`src/rtl/demux_pkg.sv`:
```
// Shared defaults and the per-channel state type for the registered bus demultiplexer.
package demux_pkg;

    localparam int DATA_W_DEF = 16;
    localparam int NUM_CH_DEF = 4;
    localparam int CNT_W_DEF  = 8;

    typedef enum logic {
        EMPTY = 1'b0,
        FULL  = 1'b1
    } chan_state_e;

endpackage

```
`src/rtl/demux_chan_reg.sv`:
```
// One destination channel: data register plus a sticky valid flag cleared by ack.
// Optional build macro DEMUX_ZERO_IDLE_EN: the data output reads zero while the channel is empty.
module demux_chan_reg
    import demux_pkg::*;
#(
    parameter int DATA_W = DATA_W_DEF
) (
    input  logic              CLK,
    input  logic              RST_N,
    input  logic              load_i,
    input  logic              ack_i,
    input  logic [DATA_W-1:0] data_i,
    output logic [DATA_W-1:0] data_o,
    output logic              valid_o
);

    chan_state_e       state_q, state_d;
    logic [DATA_W-1:0] data_q, data_d;

    // Next state: a write always lands (the top only loads when the channel can take it),
    // an ack without a write empties the channel, an ack on an empty channel is ignored.
    always_comb begin
        state_d = state_q;
        data_d  = data_q;
        unique case (state_q)
            EMPTY: begin
                if (load_i) begin
                    state_d = FULL;
                    data_d  = data_i;
                end
            end
            FULL: begin
                if (load_i) begin
                    state_d = FULL;
                    data_d  = data_i;
                end else if (ack_i) begin
                    state_d = EMPTY;
                end
            end
            default: state_d = EMPTY;
        endcase
    end

    // State and data registers; reset discards any pending word.
    always_ff @(posedge CLK or negedge RST_N) begin
        if (!RST_N) begin
            state_q <= EMPTY;
            data_q  <= '0;
        end else begin
            state_q <= state_d;
            data_q  <= data_d;
        end
    end

    assign valid_o = (state_q == FULL);

`ifdef DEMUX_ZERO_IDLE_EN
    // Legacy zero-fill view for downstream OR-combining; the register itself keeps its word.
    assign data_o = valid_o ? data_q : '0;
`else
    assign data_o = data_q;
`endif

endmodule

```
`src/rtl/demux_bus_reg_nch.sv`:
```
// Registered, back-pressured demultiplexer from the shared bus to NUM_CH channel registers.
// Out-of-range selects are accepted and dropped, flagged by SEL_ERR and counted in DROP_CNT.
// Optional build macro DEMUX_ZERO_IDLE_EN (handled inside demux_chan_reg).
module demux_bus_reg_nch
    import demux_pkg::*;
#(
    parameter int   DATA_W = DATA_W_DEF,
    parameter int   NUM_CH = NUM_CH_DEF,
    parameter int   CNT_W  = CNT_W_DEF,
    localparam int  SEL_W  = (NUM_CH > 1) ? $clog2(NUM_CH) : 1
) (
    input  logic                     CLK,
    input  logic                     RST_N,
    input  logic [DATA_W-1:0]        FROM_BUS,
    input  logic [SEL_W-1:0]         SEL_BUS,
    input  logic                     BUS_VALID,
    output logic                     BUS_READY,
    output logic [NUM_CH*DATA_W-1:0] R_FLAT,
    output logic [NUM_CH-1:0]        R_VALID,
    input  logic [NUM_CH-1:0]        R_ACK,
    output logic                     SEL_ERR,
    output logic [CNT_W-1:0]         DROP_CNT
);

    logic [NUM_CH-1:0] hit;       // one-hot decode of SEL_BUS, all zero when out of range
    logic [NUM_CH-1:0] ch_ready;  // channel can take a word this cycle
    logic [NUM_CH-1:0] load;
    logic              in_range;
    logic              drop;

    logic              sel_err_q, sel_err_d;
    logic [CNT_W-1:0]  drop_cnt_q, drop_cnt_d;

    genvar gi;
    generate
        for (gi = 0; gi < NUM_CH; gi++) begin : g_chan
            assign hit[gi]      = (SEL_BUS == SEL_W'(gi));
            assign ch_ready[gi] = !R_VALID[gi] | R_ACK[gi];
            assign load[gi]     = BUS_VALID & hit[gi] & ch_ready[gi];

            demux_chan_reg #(
                .DATA_W (DATA_W)
            ) u_chan (
                .CLK     (CLK),
                .RST_N   (RST_N),
                .load_i  (load[gi]),
                .ack_i   (R_ACK[gi]),
                .data_i  (FROM_BUS),
                .data_o  (R_FLAT[gi*DATA_W +: DATA_W]),
                .valid_o (R_VALID[gi])
            );
        end
    endgenerate

    // Ready depends only on the selected channel's occupancy and ack, never on BUS_VALID.
    assign in_range  = |hit;
    assign BUS_READY = in_range ? |(hit & ch_ready) : 1'b1;
    assign drop      = BUS_VALID & !in_range;

    // Drop bookkeeping: error pulse follows each dropped word, counter saturates.
    always_comb begin
        sel_err_d  = drop;
        drop_cnt_d = drop_cnt_q;
        if (drop && (drop_cnt_q != {CNT_W{1'b1}})) begin
            drop_cnt_d = drop_cnt_q + 1'b1;
        end
    end

    // Drop status registers.
    always_ff @(posedge CLK or negedge RST_N) begin
        if (!RST_N) begin
            sel_err_q  <= 1'b0;
            drop_cnt_q <= '0;
        end else begin
            sel_err_q  <= sel_err_d;
            drop_cnt_q <= drop_cnt_d;
        end
    end

    assign SEL_ERR  = sel_err_q;
    assign DROP_CNT = drop_cnt_q;

endmodule
```
`config.mk`:
```
export PLATFORM = sky130hd
export DESIGN_NAME = demux_bus_reg_nch
export DESIGN_NICKNAME = d
export VERILOG_FILES = /design/src/rtl/demux_pkg.sv /design/src/rtl/demux_chan_reg.sv /design/src/rtl/demux_bus_reg_nch.sv
export SDC_FILE = /design/constraint.sdc
export NUM_CORES = 1
export LEC_CHECK = 0
export CORE_MARGIN = 4
export CORE_UTILIZATION = 42
export CTS_BUF_LIST = sky130_fd_sc_hd__clkbuf_8
export DETAILED_ROUTE_END_ITERATION = 10
export GPL_ROUTABILITY_DRIVEN = 0
export PLACE_DENSITY = 0.78
export SLEW_MARGIN = 15
export SYNTH_ARGS = -nofsm -noshare
export SYNTH_HDL_FRONTEND = slang
export SYNTH_SLANG_ARGS = --single-unit
```
`constraint.sdc`:
```
create_clock -name CLK -period 1.4 [get_ports CLK]
set_clock_uncertainty 0.05 [all_clocks]
set_input_delay 0.28 -clock CLK [delete_from_list [all_inputs] [get_ports CLK]]
set_output_delay 0.28 -clock CLK [all_outputs]
set_load 0.1 [all_outputs]
```
==> key figures, run 1 <==
GRT
  • Total GRT Usage: just under 20%
  • First-pass GRT wire length: approximately 13 mm
  • Largest net degree at the start of global routing: 37
  • Initial antenna violation count: 0
  • Vias in the first global route: 2145
  • GRT overflow: 0

Power
  • Sw frac: 46.2%
  • P_leak: around 2.5 nW
  • Switch Pwr: between 0.004 and 0.005 W
  • Peak VDD IR: around 0.0014 V
  • Seq pwr share: between 20% and 30%
  • Comb power frac: roughly 54%
  • PD cells: between 1500 and 2000 mW/mm^2
  • Clk network pwr share: 16.0%
  • Pint: roughly 0.0056 W

Setup path
  • Setup CP Type: reg -> out
  • Critical Path Fanout Max: 2
  • Cells along the critical path: nand2b_4 -> mux4_2 -> buf_12
  • Critical path's slowest cell: mux4_2
  • Largest stage delay, worst path: roughly 0.5 ns
  • Setup crit start: g_chan[0].u_chan.valid_o
  • Nature of the critical path startpoint: flip-flop
  • CP Capture Type: output port
  • Reg-to-reg startpoint: g_chan[2].u_chan.valid_o
  • Req. time, crit path: approximately 1.1 ns
  • CP Data Arrival Time: about 1.5 ns

Floorplan
  • Top-level port count: roughly 100
  • Die width: just over 90 microns
  • Initial Util: 44.0%
  • Core Rows: 30
  • Core Area: between 0.006 and 0.007 sq mm
  • Die Ht: just over 90 microns
  • Die area: about 0.0087 sq mm

Timing
  • Fin. Hold Viols: 0
  • Setup slack after layout: -0.455 ns
  • Setup violations, final: 36
  • Final period utilization: 132%
  • Period minus WS final: around 1.9 ns
  • Peak Freq: roughly 0.54 GHz
  • RSZ-0062 raised after global routing: true
  • Count of pins over their slew limit: 0

Synth
  • Seq cells post-synth: 77
  • Largest family of logic cells by synthesized area: multiplexers
  • Synth Area in Simple Gates: under 10%
  • Mux contribution to synthesized area: between 20 and 30%
  • Synth Area in Compound Gates: less than 1%
  • Synth Warn #: 0
  • Synth cell types: 20
  • XOR/XNOR Fraction of Synth Area: 0%
  • Syn avg cell area: 17.3 sq um
  • Mapped Area: roughly 0.0031 sq mm
  • Adder-Cell Fraction of Synth Area: 0%
  • Fraction of the yosys area taken by sequential cells: between 60% and 70%
  • Synth top area share: 63.0%
  • Mapped Nets: between 200 and 250
  • Post-synthesis cell count: approximately 180
  • Yosys top cell by area: dfrtp_1
  • Top cells by area, synth: dfrtp_1 63%, mux2_4 15%, mux2_2 13%

Detailed routing
  • DRC violations left: 0
  • DR vias: 1919
  • Initial DRC Count: 67
  • ANT nets after route: 0
  • Vias per inst: between 4 and 5
  • Routed WL: 8.48 mm
  • Drt first pass iters: 4
  • Wire per inst: ~21 microns

Worst hold path
  • Hold_sp: R_ACK[3]
  • Worst Hold Class: in -> reg

Flow run
  • Max-cap violation count: 0

CTS
  • CTS tree: done
  • Clock slew at reported path FFs: about 0.08 ns
  • Clock Latency Late Sink: 0.34 ns
  • Clk sink count: 77
  • H-Tree Depth: 3
  • CTS buffer count: 9
  • Clk root buf: clkbuf_8
  • Clk buf depth: 2

Layout
  • Most common cell after layout, fill and taps aside: buf_12
  • # fillers: 361
  • Utilization after layout: approximately four fifths
  • Non-Filler Instances: roughly 400
  • Footprint of the multi-input gates: approximately 0.0011 sq mm
  • Register area: about 0.0019 sq mm
  • Nets: around 320
  • Area delta synth->final: 79.1%
  • Inserted Diodes: 0
  • Layout cells sized above 1: between 60% and 70%
  • Most frequent cells in the layout: 84 x buf_12, 77 x dfrtp_1, 44 x mux2_4

Placement
  • Placed Instances: ~370
  • Port bufs: 102
  • Detailed Place HPWL: around 5.6 mm

Status
  • Status: finished, violations left
  • Failing checks: setup timing
-- logic make-up (layout without fill, tap and decap cells) --
group                  Yosys count  after routing
and+or+nand+nor                 15             15
DFF                             77             77
other                            1              1
buffers and inverters           18            144
muxes                           65             65
AOI/OAI and AO/OA                1              1
-- power by group through the flow --
stage / combinational (W) / clock [W] / sequential, W
floorplan: 0.000650 / 0 / 0.00577
global placement: 0.00555 / 0 / 0.00310
detailed placement: 0.00562 / 0 / 0.00313
CTS: 0.00571 / 0.00173 / 0.00310
global route: 0.00582 / 0.00184 / 0.00315
finish: 0.00571 / 0.00168 / 0.00311
-- flip-flops by register name, summed over array words and instances (netlist names) --
signal	cells
g_chan.u_chan.data_o	64
DROP_CNT	8
g_chan.u_chan.valid_o	4
SEL_ERR	1
-- final timing paths --
path | endpoint | slack (ns) | cells past startpoint
worst min register to register | DROP_CNT[2] | 0.39 | 0
min in group asynchronous | g_chan[1].u_chan.valid_o | 0.35 | 2
worst min-delay path | g_chan[3].u_chan.valid_o | 0.29 | 3
worst max register to register | g_chan[2].u_chan.data_o[5] | -0.24 | 7
max in group asynchronous | g_chan[3].u_chan.data_o[12] | 0.41 | 3
worst max-delay path | BUS_READY | -0.45 | 3
-- what timing repair did --
| action | CTS | global route |
|---|---|---|
| resized for setup | 31 | 9 |
| buffers inserted | 8 | 3 |
| endpoints found under the hold margin | 26 | 0 |
| gates cloned | 2 | 1 |
| hold buffers | 1 | 0 |
| endpoints found under the setup margin | 67 | 46 |
-- cells in the mapped netlist --
library cell  instances
dfrtp_1              77
mux2_2               34
mux2_4               30
clkbuf_1              8
buf_4                 5
nand2_1               4
nand2b_1              4
buf_12                2
buf_6                 2
and3_4                1
buf_8                 1
conb_1                1
mux4_1                1
nand2_2               1
nand3_1               1
nand3b_4              1
nor2b_1               1
nor2b_2               1
nor3b_4               1
o21ai_0               1
-- layer usage --
| layer | part of all wire [%] | wire length, microns | vias up | track usage, % |
|---|---|---|---|---|
| li1 | - | - | 842 | - |
| met1 | 40 | 3430 | 983 | 24.5 |
| met2 | 51 | 4300 | 83 | 33.2 |
| met3 | 7.4 | 628 | 11 | 6.68 |
| met4 | 1.4 | 121 | 0 | 5.13 |
| met5 | 0 | 0 | - | 0 |
-- layout make-up --
class	count	share of cell area [%]
clock buffer	10	2.51
clock inverter	5	1.10
multi-input combinational	82	19.7
sequential	77	35.2
tap	96	2.19
timing repair buffer	129	39.3
-- worst max-delay path, delay by kind of cell (launching register included) --
| kind | cells | cell delay (ns) |
|---|---|---|
| mux | 1 | 0.50 |
| flops | 1 | 0.41 |
| buf+inv | 1 | 0.19 |
| simple gates | 1 | 0.08 |
-- stage by stage --
stage / hold WS [ns] / TNS [ns] / power, W / cell area (sq um) / setup slack (ns)
2_1_floorplan: -0.0656 / -0.625 / 0.00642 / 3070 / -0.0951
3_3_place_gp: 0.171 / -27.16 / 0.00865 / 5050 / -0.463
3_5_place_dp: 0.179 / -29.30 / 0.00875 / 5050 / -0.500
5_1_grt: 0.300 / -6.94 / 0.0108 / 5480 / -0.499
4_1_cts: 0.273 / -7.14 / 0.0105 / 5450 / -0.436
6_report: 0.287 / -4.83 / 0.0105 / 5480 / -0.455
(Power assumes the default switching activity.)
==> run 2, diff against run 1 <==
--- a/config.mk
+++ b/config.mk
@@ -6,11 +6,10 @@
 export NUM_CORES = 1
 export LEC_CHECK = 0
 export CORE_MARGIN = 4
-export CORE_UTILIZATION = 42
+export CORE_UTILIZATION = 30
 export CTS_BUF_LIST = sky130_fd_sc_hd__clkbuf_8
 export DETAILED_ROUTE_END_ITERATION = 10
 export GPL_ROUTABILITY_DRIVEN = 0
-export PLACE_DENSITY = 0.78
 export SLEW_MARGIN = 15
 export SYNTH_ARGS = -nofsm -noshare
 export SYNTH_HDL_FRONTEND = slang
==> key figures, run 2 (same netlist as run 1, synthesis figures left out) <==
GRT
  • Largest net degree at the start of global routing: slightly below 80
  • Vias in the first global route: ~2.0k
  • GRT overflow: 0
  • Total GRT Usage: 13.3%
  • Initial antenna violation count: 0
  • First-pass GRT wire length: approximately 12 mm

CTS
  • Clock Latency Late Sink: roughly 0.34 ns
  • CTS tree: done
  • H-Tree Depth: 3
  • Clock slew at reported path FFs: around 0.08 ns
  • Clk buf depth: 2
  • Clk sink count: 77
  • Clk root buf: clkbuf_8
  • CTS buffer count: 9

Power
  • P_leak: between 2 and 3 nW
  • Peak VDD IR: between 0.001 and 0.0015 V
  • Power, Total: a little over 0.01 W
  • PD cells: between 1500 and 2000 mW/mm^2

Setup path
  • CP Capture Type: output port
  • Setup crit end: BUS_READY
  • Reg2reg end: g_chan[2].u_chan.data_o[6]
  • Largest stage delay, worst path: approximately 0.5 ns
  • Cells along the critical path: clkdlybuf4s50_1 -> nand2b_4 -> mux4_2 -> buf_12
  • Nature of the critical path startpoint: primary input
  • Req. time, crit path: 1.07 ns
  • R2R depth: 6
  • Critical Path Fanout Max: 2
  • Setup CP Type: in -> out
  • R2R Setup Slk: -0.16 ns
  • Reg-to-reg startpoint: g_chan[2].u_chan.valid_o
  • Setup crit start: R_ACK[2]
  • CP Data Arrival Time: roughly 1.5 ns
  • Critical path's slowest cell: mux4_2

Timing
  • Count of pins over their slew limit: 0
  • Peak Freq: 0.545 GHz
  • Period minus WS final: about 1.8 ns
  • Fin. Hold Viols: 0
  • Total negative setup slack: -5.40 ns
  • RSZ-0062 raised after global routing: true
  • Setup violations, final: 50
  • Final period utilization: 131%
  • Setup slack after layout: -0.436 ns

Floorplan
  • Core Rows: 36
  • Initial Util: ~31%
  • Die area: 0.0119 sq mm
  • Core Area: approximately 0.0099 sq mm
  • Die width: ~110 microns
  • Top-level port count: 103
  • Die Ht: around 110 microns

Detailed routing
  • Routed WL: between 7 and 8 mm
  • ANT nets after route: 0
  • Vias per inst: 4.25
  • Drt first pass iters: 4
  • Initial DRC Count: 40
  • Wire per inst: 16.9 microns
  • DRC violations left: 0
  • DR vias: approximately 1.9k

Layout
  • Non-Filler Instances: ~440
  • Most common cell after layout, fill and taps aside: buf_12
  • Most frequent cells in the layout: 84 x buf_12, 77 x dfrtp_1, 50 x mux2_4
  • # fillers: 738
  • Area delta synth->final: 79.2%
  • Inserted Diodes: 0
  • Max FFs per register: 64
  • Utilization after layout: a little under three fifths
  • Layout cells sized above 1: about 64%
  • Nets: approximately 320

Placement
  • Port bufs: 102
  • Detailed Place HPWL: approximately 5.0 mm
  • Placed Instances: approximately 410

Worst hold path
  • Hold_sp: BUS_VALID
  • Worst Hold Class: in -> reg

Status
  • Failing checks: setup timing
  • Status: finished, violations left

Flow run
  • Max-cap violation count: 0
-- run 2: cell types whose count changed in the layout (fill, tap and decap cells not counted), moves of 2 or more --
cell / before / now
clkdlybuf4s50_1: 16 / 20
dlygate4sd2_1: 6 / 3
inv_6: 1 / 3
mux2_4: 44 / 50
mux2_2: 20 / 14
-- run 2: routing by layer --
layer	share of wire (%)	track usage, %	routed length (microns)
met3	6.7	4.50	490
met4	1.1	4.06	80
met5	0	0	0
met2	49	21.1	3620
met1	43	17.3	3150
-- run 2: timing repair --
item,in CTS,in global routing
resized for setup,28,8
setup buffers,5,2
hold endpoints to repair,77,0
endpoints found under the setup margin,67,58
pin swaps,1,0
hold buffers,1,0
gates cloned,2,0
-- run 2: layout make-up --
class	count	area, sq um	share of cell area, %
Clock inverter	7	55.1	1.01
Tap cell	133	166	3.04
Timing Repair Buffer	127	2110	38.5
Clock buffer	9	124	2.26
Sequential cell	77	1930	35.2
Multi-Input combinational cell	82	1090	20.0
-- run 2: per-stage QoR --
| stage | setup WS (ns) | hold slack [ns] | cell area, sq um |
|---|---|---|---|
| after floorplan | -0.0951 | -0.0656 | 3070 |
| after global placement | -0.478 | 0.286 | 5090 |
| after detailed placement | -0.512 | 0.289 | 5090 |
| after CTS | -0.444 | 0.337 | 5460 |
| after global routing | -0.476 | 0.357 | 5480 |
| final | -0.436 | 0.359 | 5480 |
-- run 2: worst min path at each step --
| stage | to | cells past startpoint |
|---|---|---|
| floorplan | DROP_CNT[0] | 0 |
| global placement | DROP_CNT[4] | 2 |
| detailed placement | DROP_CNT[6] | 2 |
| CTS | g_chan[2].u_chan.valid_o | 3 |
| global route | g_chan[2].u_chan.valid_o | 3 |
| finish | g_chan[2].u_chan.valid_o | 3 |
-- run 2: critical path, delay by kind of cell --
kind / cells / cell delay [ns]
multiplexers: 1 / 0.49
buffers and inverters: 2 / 0.59
AND/OR/NAND/NOR: 1 / 0.15
-- run 2: where the power goes --
group	switching [W]	total, W	internal, W
Sequential	0.000451	0.00308	0.00263
Combinational	0.00351	0.00568	0.00217
Clock	0.000886	0.00155	0.000662
